--- src/rtl/apb_pkg.sv ---
// Shared APB types used by the team's APB agent and by the apb_completer_mem target.
package apb_pkg;

  // Bit 1 of pprot flags a non-secure access.
  localparam int APB_PPROT_NONSECURE_BIT = 1;

  typedef logic [2:0] apb_pprot_t;

  typedef enum logic {
    APB_READ  = 1'b0,
    APB_WRITE = 1'b1
  } apb_write_t;

  typedef enum logic {
    IDLE   = 1'b0,
    ACCESS = 1'b1
  } apb_completer_state_e;

endpackage

--- src/rtl/apb_completer_ram.sv ---
// DEPTH x DATA_WIDTH storage for apb_completer_mem: synchronous clear,
// byte-enabled write port and asynchronous read port.
module apb_completer_ram #(
  parameter int DATA_WIDTH = 32,
  parameter int DEPTH      = 16,
  parameter int IDX_W      = $clog2(DEPTH)
) (
  input  logic                    clk,
  input  logic                    rst,
  input  logic                    we,
  input  logic [IDX_W-1:0]        idx,
  input  logic [DATA_WIDTH-1:0]   wdata,
  input  logic [DATA_WIDTH/8-1:0] strb,
  output logic [DATA_WIDTH-1:0]   rdata
);

  logic [DATA_WIDTH-1:0] mem [DEPTH];

  // NOTE: clearing every word on reset forces flops instead of a RAM macro;
  // acceptable at this size and required so reads after reset return zero.
  always_ff @(posedge clk) begin
    if (rst) begin
      for (int i = 0; i < DEPTH; i++) mem[i] <= '0;
    end else if (we) begin
      for (int b = 0; b < DATA_WIDTH/8; b++)
        if (strb[b]) mem[idx][b*8 +: 8] <= wdata[b*8 +: 8];
    end
  end

  assign rdata = mem[idx];

endmodule

--- src/rtl/apb_completer_mem.sv ---
// APB4 completer over a byte-enabled word array with programmable wait states.
// Define APB_COMPLETER_PROT_CHECK_EN to reject non-secure accesses to the upper half.
module apb_completer_mem
  import apb_pkg::*;
#(
  parameter int          ADDR_WIDTH  = 16,
  parameter int          DATA_WIDTH  = 32,
  parameter int          DEPTH       = 16,
  parameter int unsigned BASE_ADDR   = 'h100,
  parameter int          WAIT_CYCLES = 0
) (
  input  logic                    pclk,
  input  logic                    preset,
  input  logic [ADDR_WIDTH-1:0]   paddr,
  input  apb_pprot_t              pprot,
  input  logic                    psel,
  input  logic                    penable,
  input  apb_write_t              pwrite,
  input  logic [DATA_WIDTH-1:0]   pwdata,
  input  logic [DATA_WIDTH/8-1:0] pstrb,
  output logic                    pready,
  output logic [DATA_WIDTH-1:0]   prdata,
  output logic                    pslverr
);

  localparam int BYTES = DATA_WIDTH / 8;
  localparam int ALIGN = $clog2(BYTES);
  localparam int IDX_W = $clog2(DEPTH);
  localparam logic [ADDR_WIDTH-1:0] BASE       = ADDR_WIDTH'(BASE_ADDR);
  localparam logic [ADDR_WIDTH-1:0] SPAN       = ADDR_WIDTH'(DEPTH * BYTES);
  localparam logic [ADDR_WIDTH-1:0] ALIGN_MASK = ADDR_WIDTH'(BYTES - 1);
  localparam logic [3:0]            WAIT_LOAD  = 4'(WAIT_CYCLES);
`ifdef APB_COMPLETER_PROT_CHECK_EN
  localparam bit PROT_EN = 1'b1;
`else
  localparam bit PROT_EN = 1'b0;
`endif

  apb_completer_state_e state_q, state_d;
  logic [3:0]            cnt_q, cnt_d;
  logic [ADDR_WIDTH-1:0] addr_q;
  apb_write_t            write_q;
  logic [DATA_WIDTH-1:0] wdata_q;
  logic [BYTES-1:0]      strb_q;
  apb_pprot_t            prot_q;
  logic                  capture, commit;

  logic [ADDR_WIDTH-1:0] offset;
  logic [IDX_W-1:0]      index;
  logic                  prot_err, err;
  logic [DATA_WIDTH-1:0] rdata;

  // Decode works only on the captured request, so outputs never see live inputs.
  assign offset   = addr_q - BASE;
  assign index    = offset[ALIGN +: IDX_W];
  assign prot_err = PROT_EN && prot_q[APB_PPROT_NONSECURE_BIT] && index[IDX_W-1];
  assign err      = (addr_q < BASE) || (offset >= SPAN) ||
                    ((offset & ALIGN_MASK) != '0) || prot_err;

  // NOTE: every always_comb output gets a default first so no path leaves it
  // unassigned, which would otherwise infer a latch.
  always_comb begin
    state_d = state_q;
    cnt_d   = cnt_q;
    capture = 1'b0;
    commit  = 1'b0;
    unique case (state_q)
      IDLE: begin
        if (psel && !penable) begin
          state_d = ACCESS;
          capture = 1'b1;
          cnt_d   = WAIT_LOAD;
        end
      end
      ACCESS: begin
        if (!psel) begin
          state_d = IDLE;
        end else if (!penable) begin
          // Setup seen mid-access: restart with the new request.
          capture = 1'b1;
          cnt_d   = WAIT_LOAD;
        end else if (cnt_q == '0) begin
          commit  = (write_q == APB_WRITE) && !err;
          state_d = IDLE;
        end else begin
          cnt_d = cnt_q - 4'd1;
        end
      end
      default: state_d = IDLE;
    endcase
  end

  // NOTE: sequential state uses non-blocking assignments so every register
  // samples pre-edge values regardless of statement order.
  always_ff @(posedge pclk) begin
    if (preset) begin
      state_q <= IDLE;
      cnt_q   <= '0;
      addr_q  <= '0;
      write_q <= APB_READ;
      wdata_q <= '0;
      strb_q  <= '0;
      prot_q  <= '0;
    end else begin
      state_q <= state_d;
      cnt_q   <= cnt_d;
      if (capture) begin
        addr_q  <= paddr;
        write_q <= pwrite;
        wdata_q <= pwdata;
        strb_q  <= pstrb;
        prot_q  <= pprot;
      end
    end
  end

  apb_completer_ram #(
    .DATA_WIDTH (DATA_WIDTH),
    .DEPTH      (DEPTH),
    .IDX_W      (IDX_W)
  ) u_ram (
    .clk   (pclk),
    .rst   (preset),
    .we    (commit),
    .idx   (index),
    .wdata (wdata_q),
    .strb  (strb_q),
    .rdata (rdata)
  );

  assign pready  = (state_q == ACCESS) && (cnt_q == '0);
  assign pslverr = pready && err;
  assign prdata  = (pready && !err && write_q == APB_READ) ? rdata : '0;

endmodule

--- config.mk ---
export PLATFORM = sky130hd
export DESIGN_NAME = apb_completer_mem
export DESIGN_NICKNAME = d
export VERILOG_FILES = /design/src/rtl/apb_pkg.sv /design/src/rtl/apb_completer_ram.sv /design/src/rtl/apb_completer_mem.sv
export SDC_FILE = /design/constraint.sdc
export NUM_CORES = 1
export LEC_CHECK = 0
export BUFFER_PORTS_ARGS = -buffer_cell sky130_fd_sc_hd__buf_2
export CAP_MARGIN = 5
export CORE_ASPECT_RATIO = 1.2
export CORE_MARGIN = 2
export CORE_UTILIZATION = 62
export CTS_CLUSTER_DIAMETER = 30
export DETAILED_ROUTE_END_ITERATION = 10
export PLACE_DENSITY = 0.87
export SYNTH_ARGS = -nofsm -noshare
export SYNTH_HDL_FRONTEND = slang
export SYNTH_SLANG_ARGS = --single-unit
export TNS_END_PERCENT = 50
--- constraint.sdc ---
create_clock -name pclk -period 2.8 [get_ports pclk]
set_input_delay 0.56 -clock pclk [delete_from_list [all_inputs] [get_ports pclk]]
set_output_delay 0.56 -clock pclk [all_outputs]
set_load 0.02 [all_outputs]
# After elaboration in Yosys (flattened, before gate mapping)
# Memories as Yosys holds them, arrays and structs flattened.
# Index checks and enable logic that the tools add are counted.
[classes]
bitwise = 2
add_sub_neg = 2
n_mux = 39
order_cmp = 2
eq_ne = 3
reduce_logical = 14
[op_table]
columns = ["op", "n"]
rows = [
  ["32-bit 2-to-1 mux", 2],
  ["32-bit OR reduction", 1],
  ["1-bit 2-to-1 mux", 28],
  ["4-bit 2-to-1 mux", 6],
  ["16-bit by 7-bit >= comparator with 1-bit output, second input constant", 1],
  ["16-bit by 9-bit < comparator with 1-bit output, second input constant", 1],
  ["16-bit nonzero test", 1],
  ["16-bit by 9-bit subtractor with 16-bit output, second input constant", 1],
  ["4-bit case mux with 2 select lines", 1],
  ["1-bit logical AND", 6],
  ["4-bit logical NOT", 1],
  ["2-bit != test, second input constant", 2],
  ["1-bit case mux with 2 select lines", 2],
  ["4-bit by 1-bit subtractor with 4-bit output, second input constant", 1],
  ["3-bit != test, second input constant", 1],
  ["3-bit AND reduction", 1],
  ["1-bit logical NOT", 2],
  ["1-bit logical OR", 2],
  ["1-bit inverter", 2],
]
[word_totals]
output_inout_bits = 34
ramBits = 512
in_bits = 60
register_bits = 58
elab_cells = 69
mem_count = 1
[mem_list]
columns = ["name", "depth", "word_bits", "rd", "rd_clocked_by_memory_dff", "wr", "line_no", "text"]
rows = [
  ["u_ram.mem", 16, 32, 1, 0, 16, "apb_completer_ram.sv:17", "logic [DATA_WIDTH-1:0] mem [DEPTH];"],
]

# Depth between registers and ports, before layout
# Gate-level depths: netlist of the first run.
[logic_depth]
ltp_word = 15
depth_mapped = 9
depth_no_buf = 7

# Modules after synthesis
# A second synthesis of the first run with hierarchy kept.
[hier_totals]
hier_cells = 1863
hier_area_um2 = 24971.4
[by_module_without_submodules]
columns = ["mod", "n_inst", "seq_area_each_um2", "area_each_um2", "cells_each"]
rows = [
  ["apb_completer_ram", 1, 15374.7, 22313.9, 1520],
  ["apb_completer_mem", 1, 1161.1, 2657.5, 343],
]

# Worst setup path after synthesis of the first run
# OpenSTA, ideal clock, no wires.
[synth_path]
path_kind = "reg2out"
startpoint = "reg addr_q[15]"
endpoint = "out prdata[10]"
setup_slack_ns = 0.260
stages_incl_launch_ff = 8
required_time_ns = 2.240
arrival_time_ns = 1.980
path_buffers = 3
cell_sequence = "dfxtp_1 > nor4b_2 > and3_2 > buf_6 > or4b_1 > buf_2 > buf_6 > o22ai_1"
[synth_via]
elab_chain_len = 8
elab_cells_between_ends = 9
cone_classes = "1 x add/sub; 2 x order compare; 1 x mux; 5 x reduce/logical"
[synth_rtl]
columns = ["item", "line_no", "text"]
rows = [
  ["start, declared", "apb_completer_mem.sv:41", "logic [ADDR_WIDTH-1:0] addr_q;"],
  ["start signal, assigned", "apb_completer_mem.sv:108", "addr_q <= paddr;"],
  ["16-bit by 9-bit subtractor with 16-bit output", "apb_completer_mem.sv:54", "assign offset = addr_q - BASE;"],
  ["16-bit by 7-bit >= comparator with 1-bit output", "apb_completer_mem.sv:57", "assign err = (addr_q < BASE) || (offset >= SPAN) ||"],
  ["1-bit logical OR (*) (2 in series)", "apb_completer_mem.sv:57", ""],
  ["1-bit logical NOT (*)", "apb_completer_mem.sv:133", "assign prdata = (pready && !err && write_q == APB_READ) ? rdata : '0;"],
  ["1-bit logical AND (*) (2 in series)", "apb_completer_mem.sv:133", ""],
  ["32-bit 2-to-1 mux (*)", "apb_completer_mem.sv:133", ""],
  ["end, declared", "apb_completer_mem.sv:22", "output logic [DATA_WIDTH-1:0] prdata,"],
]
# Mark *: on every way between the ends. The rest lies on a longest branch, timed or not.

# Worst setup path in the final report of the first run
[layout_path]
startpoint = "reg addr_q[5]"
endpoint = "out prdata[6]"
[layout_via]
elab_chain_len = 8
elab_cells_between_ends = 10
cone_classes = "1 x add/sub; 2 x order compare; 1 x mux; 5 x reduce/logical; 1 x memory"
[layout_rtl]
columns = ["item", "line_no"]
rows = [
  ["16-bit by 9-bit subtractor with 16-bit output", "apb_completer_mem.sv:54"],
  ["16-bit by 7-bit >= comparator with 1-bit output", "apb_completer_mem.sv:57"],
  ["1-bit logical OR (2 in series)", "apb_completer_mem.sv:57"],
  ["1-bit logical NOT", "apb_completer_mem.sv:133"],
  ["1-bit logical AND (2 in series)", "apb_completer_mem.sv:133"],
  ["32-bit 2-to-1 mux (*)", "apb_completer_mem.sv:133"],
]
# Marked as above.

==> results of run 1 <==
## placed cells by master, fill, tap and decap left out, types with 52 or more instances in the layout
master     Yosys  layout
buf_4          4      94
clkbuf_16      0      85
edfxtp_1     512     512
a21o_1        64      63
mux2i_1       64      63
mux4_2       128     128
buf_2         53      57
nor2_1       526     518
dfxtp_1       58      52
a21oi_1       55      55
nand2_1      144     143
## metal layers
metal	track usage [%]	vias to the layer above	part of all wire [%]
met5	0.583	-	0
met2	57.6	2014	47
met1	41.4	8196	29
met3	11.1	561	15
li1	-	6784	-
met4	23.6	0	8.9
## power groups by stage
stage	Combinational [W]	Sequential (W)	Clock, W
2_1_floorplan	0.000640	0.00974	0
3_3_place_gp	0.000917	0.00978	0
3_5_place_dp	0.000948	0.00982	0
4_1_cts	0.000987	0.00965	0.0104
5_1_grt	0.00108	0.00969	0.0108
6_report	0.00105	0.00968	0.0106
## critical path, delay by kind of cell, from the launching register on
| family | cells | cell delay (ps) |
|---|---|---|
| buf+inv | 2 | 440 |
| mux | 2 | 970 |
| flops | 1 | 690 |
| compound gates | 1 | 200 |
## state kept, by name, indices dropped and copies added, names as in the netlist
signal	count
u_ram.mem	512
wdata_q	32
addr_q	16
cnt_q	4
strb_q	4
state_q	1
write_q	1
## metrics by stage
stage | total power (W) | utilization, % | setup slack (ps)
6_report | 0.0213 | 74.1 | -730
5_1_grt | 0.0216 | 74.1 | -688
4_1_cts | 0.0210 | 73.3 | -451
3_5_place_dp | 0.0108 | 65.8 | 56.0
3_3_place_gp | 0.0107 | 65.8 | 88.3
2_1_floorplan | 0.0104 | - | 260
## area by class of cell
class,instances,share of cell area [%]
Clock buffer,93,7.28
Timing Repair Buffer,188,5.60
Sequential cell,570,56.4
Antenna cell,2,0.0170
Inverter,3,0.0384
Clock inverter,54,2.19
Tap cell,533,2.27
Multi-Input combinational cell,1068,26.2
## worst paths after layout
kind / endpoint / slack, ps
hold / removal: addr_q[3] / 150
setup reg to reg: u_ram.mem[3][6] / -140
setup / recovery: prdata[6] / -730
hold reg to reg: wdata_q[24] / 460
## kinds of logic (layout without fill, tap and decap cells)
family                     Yosys count  in the layout
AOI/OAI and AO/OA                  157            157
adders and majority gates            1              1
buffers and inverters              171            338
DFF                                570            570
muxes                              192            192
other                                0              2
and+or+nand+nor                    717            718
## what timing repair did
| action | 4_1_cts | 5_1_grt |
|---|---|---|
| pin swaps | 0 | 7 |
| cloned | 0 | 3 |
| setup endpoints to repair | 32 | 104 |
| gates resized for setup | 42 | 47 |
| buffers inserted | 6 | 3 |
==> flow_summary.toml, run 1 <==
[worst_setup_path]
timing.critical_path.from = "addr_q[5]"
endpoint_kind = "output port"
rr_startpoint = "addr_q[2]"
crit_chain = "buf_12 > mux4_2 > mux2i_1 > o22ai_2 > buf_6"
slowest_delay_ps = 690
cp_max_fo = 28
critPathLaunchType = "register"
arrival_ps = 2970
cp_slowest_cell = "dfxtp_4"
rr_worst_depth = 6
criticalPathCategory = "register to output port"
required_ps = 2240

[power_and_ir_drop]
switching_share_pct = 24.1
peakVddDrop_uv = 576
p_seq_share_pct = 45.5
p_comb_share_pct = 4.9
p_int_w = 0.0162
p_switching_w = 0.00513
leakagePower_nw = 9.97
power_density_mw_per_mm2 = 726
p_clk_share_pct = 49.6

[synthesis]
synthArstFlopShare_pct = 0
yosysTopAreaCell = "edfxtp_1"
synth_seq_cells = 570
syn-cell-area_mm2 = 0.0248
muxShareOfSynthArea_pct = 14.2
synth_cells = 1808
syn-num-nets = 1869
synthTopCellsByCount = "nor2_1 (526), edfxtp_1 (512), nand2_1 (144)"
synth_flop_cell = "edfxtp_1"
yosysUniqueCellTypes = 35
ys_warn_count = 0
synth-edff-count = 512
syn_area_per_cell_um2 = 13.7
synth_top_area_share_pct = 62.0
synth_fa_ha_area_share_pct = 0.0505
synth-xor-area-share_pct = 0
synthTopCellsByArea = "edfxtp_1 (62%), mux4_2 (12%), nor2_1 (8.0%)"
yosysMostFrequentCell = "nor2_1"
synthSimpleGateAreaFrac_pct = 11.8
synth_top_family_by_area = "multiplexers"
synth_compound_area_share_pct = 4.05
yosysSeqAreaShare_pct = 66.7

[route]
drtAntennaViolNets = 0
dr.pass1.iters = 9
vias = 17600
drt-total-wl_mm = 77.2
drt_iter0_drc = 3110
wl_per_cell_um = 30.7
vias_per_cell = 6.99
drc = 0

[sta]
setup_slack_ps = -730
setup_tns_ps = -20260
hold_violations = 0
max_freq_mhz = 283
relSlewSlack_pct = 39.2
rsz0062_at_grt = "yes"
slew_violations = 0
setup_viol = 84
hold_ws_ps = 147
fin_skew_ps = 40.1
period_needed_ps = 3530
worst_slew_pin_slew_ps = 905
min_period_over_period_pct = 126

[placement]
numPortBuffers = 90
routabilityCongestion = 0.874
place_inst = 2350
dpl_cell_area_mm2 = 0.0261
dp_hpwl_mm = 40.3

[clock_tree]
clock_latency_ps = 660
clkTransAtPathRegs_ps = 60
cts_tree = "yes"
htree_levels = 3
cts_root_buffer = "clkbuf_16"
hold_buffers = 0
cts.sinks = 570
numCtsBuffers = 80
clockBufferDepth = 3

[final_layout]
nNetsFinal = 1972
multi_input_area_mm2 = 0.00770
instances_no_fill = 2511
regArea_mm2 = 0.0166
fillers = 2081
synthToLayoutAreaGrowth_pct = 18.4
final_area_mm2 = 0.0294
drive_above_1_share_pct = 25.8

[outcome]
violations = "setup timing"
status = "finished, violations left"

[flow_run]
drv_cap = 0

[grt]
grt_overflow = 0
antenna_found_initial = 2
grt_pass1_vias = 17700
grt_max_degree = 124
track_usage_pct = 35.6
grt_pass1_wl_mm = 109

[die]
io_pins = 94
fp.dieArea_mm2 = 0.0416
rows = 80
die_y_um = 223
start_util_pct = 62.6
die_w_um = 187
coreArea_mm2 = 0.0396

[worst_hold_path]
min-delay-start = "paddr[3]"
hold_class = "primary input to register"
whs_path_depth = 3
(Power assumes the default switching activity.)
==> run 2: changes to the inputs <==
Settings changed: BUFFER_PORTS_ARGS -buffer_cell sky130_fd_sc_hd__buf_2 to -buffer_cell sky130_fd_sc_hd__buf_4.
==> flow_summary.toml, run 2 (synthesized netlist as in run 1, its figures left out) <==
[outcome]
status = "finished, violations left"
violations = "setup timing"

[clock_tree]
clockBufferDepth = 3
clkTransAtPathRegs_ps = 60
cts_root_buffer = "clkbuf_16"
cts_tree = "yes"
cts.sinks = 570
hold_buffers = 0
clock_latency_ps = 640
numCtsBuffers = 75
htree_levels = 3

[worst_setup_path]
endpoint_kind = "output port"
reg2reg_slack_ps = -50
required_ps = 2240
rr_startpoint = "addr_q[5]"
rr_worst_depth = 4
rr_endpoint = "u_ram.mem[10][7]"
cp_max_fo = 7
critPathLaunchType = "register"
criticalPathCategory = "register to output port"
arrival_ps = 2710

[final_layout]
largest_reg_flops = 512
instances_no_fill = 2496
mostFrequentLayoutCell = "nor2_1"
synthToLayoutAreaGrowth_pct = 20.1
top_regs = "u_ram.mem x512, wdata_q x32, addr_q x16"
drive_above_1_share_pct = 27.2
regMostFlops = "u_ram.mem"
nNetsFinal = 1965
insertedDiodeCount = 0
layout_common_cells = "nor2_1 (524), edfxtp_1 (512), nand2_1 (143)"

[sta]
setup_tns_ps = -13940
slew_violations = 0
setup_viol = 52
rsz0062_at_grt = "yes"
relSlewSlack_pct = 20.3
period_needed_ps = 3270
max_freq_mhz = 306
setup_slack_ps = -468
min_period_over_period_pct = 117
hold_violations = 0
fin_skew_ps = 50.9
worst_slew_pin_slew_ps = 1200
hold_ws_ps = 192

[die]
die_w_um = 187
rows = 80
fp.dieArea_mm2 = 0.0416
die_y_um = 223
io_pins = 94
coreArea_mm2 = 0.0396
start_util_pct = 62.6

[route]
drc = 0
vias_per_cell = 7.16
drtAntennaViolNets = 0
dr.pass1.iters = 10
vias = 17900
drt_iter0_drc = 3332
drt-total-wl_mm = 79.4
wl_per_cell_um = 31.8

[grt]
track_usage_pct = 36.2
grt_max_degree = 75
grt_pass1_vias = 17500
grt_pass1_wl_mm = 109
antenna_found_initial = 0
grt_overflow = 0

[power_and_ir_drop]
peakVddDrop_uv = 697
power_density_mw_per_mm2 = 687
leakagePower_nw = 9.91
power_w = 0.0205

[worst_hold_path]
whs_path_depth = 3
min-delay-start = "pwdata[9]"
hold_class = "primary input to register"
whs_endpoint = "wdata_q[9]"

[placement]
pre_cts_ws_ps = -96.9
dp_hpwl_mm = 37.8
routabilityCongestion = 0.891
numPortBuffers = 90
place_inst = 2329

[flow_run]
drv_cap = 0
==> run 2: changes by cell type in the layout (fill, tap and decap cells not counted), moves of 11 or more <==
cell and change:
buf_2 -57, a21o_1 -25, a21o_2 +25, buf_6 +25, buf_4 +23, o22ai_1 -18, o22ai_4 +18, inv_8 -11
==> run 2: final cells by class <==
cell class | instances | area [um2]
clock buffer | 95 | 2100
clock inverter | 41 | 388
fill | 2034 | 9870
inverter | 3 | 13.8
multi-input combinational | 1073 | 8120
sequential | 570 | 16600
tap | 533 | 667
timing repair buffer | 181 | 1920
==> run 2: what timing repair did <==
action	CTS	global route
gates resized for setup	111	67
setup buffers	16	5
setup endpoints to repair	40	222
pin swaps	9	17
gates cloned	6	6
==> run 2: report_power, final <==
| part | total (W) | internal, W | switching (W) | leakage [nW] |
|---|---|---|---|---|
| registers | 0.00968 | 0.00952 | 0.000154 | 5.78 |
| logic | 0.00110 | 0.000453 | 0.000647 | 2.92 |
| clock network | 0.00969 | 0.00576 | 0.00393 | 1.22 |
| total | 0.0205 | 0.0157 | 0.00473 | 9.91 |
==> run 2: how the worst max path moves through the flow <==
stage	start	endpoint	slack, ps	depth (start not counted)
6_report	addr_q[15]	prdata[30]	-470	7
5_1_grt	addr_q[15]	prdata[19]	-500	7
4_1_cts	cnt_q[1]	prdata[14]	-390	9
3_5_place_dp	cnt_q[0]	prdata[27]	-100	9
3_3_place_gp	cnt_q[0]	prdata[27]	-50	9
2_1_floorplan	addr_q[15]	prdata[10]	260	7
==> run 2: per-layer routing <==
layer,up-vias,wire (um),global-route usage (%)
met2,2048,37700,59.8
met3,583,11500,11.2
li1,6771,-,-
met4,0,7120,23.6
met1,8461,23100,41.2
met5,-,0,0
==> run 2: worst max-delay path, cell delays in order, from the launching register on <==
cell and delay [ps]:
dfxtp_1 340, nor4b_4 340, and3_4 240, or4b_4 470, buf_12 180, buf_16 150, o22ai_2 220, buf_6 160
==> run 2: through the flow <==
step | area, um2 | util [%]
floorplan | 24800 | -
global placement | 26000 | 65.7
detailed placement | 26000 | 65.7
CTS | 29400 | 74.2
global route | 29800 | 75.1
finish | 29800 | 75.1
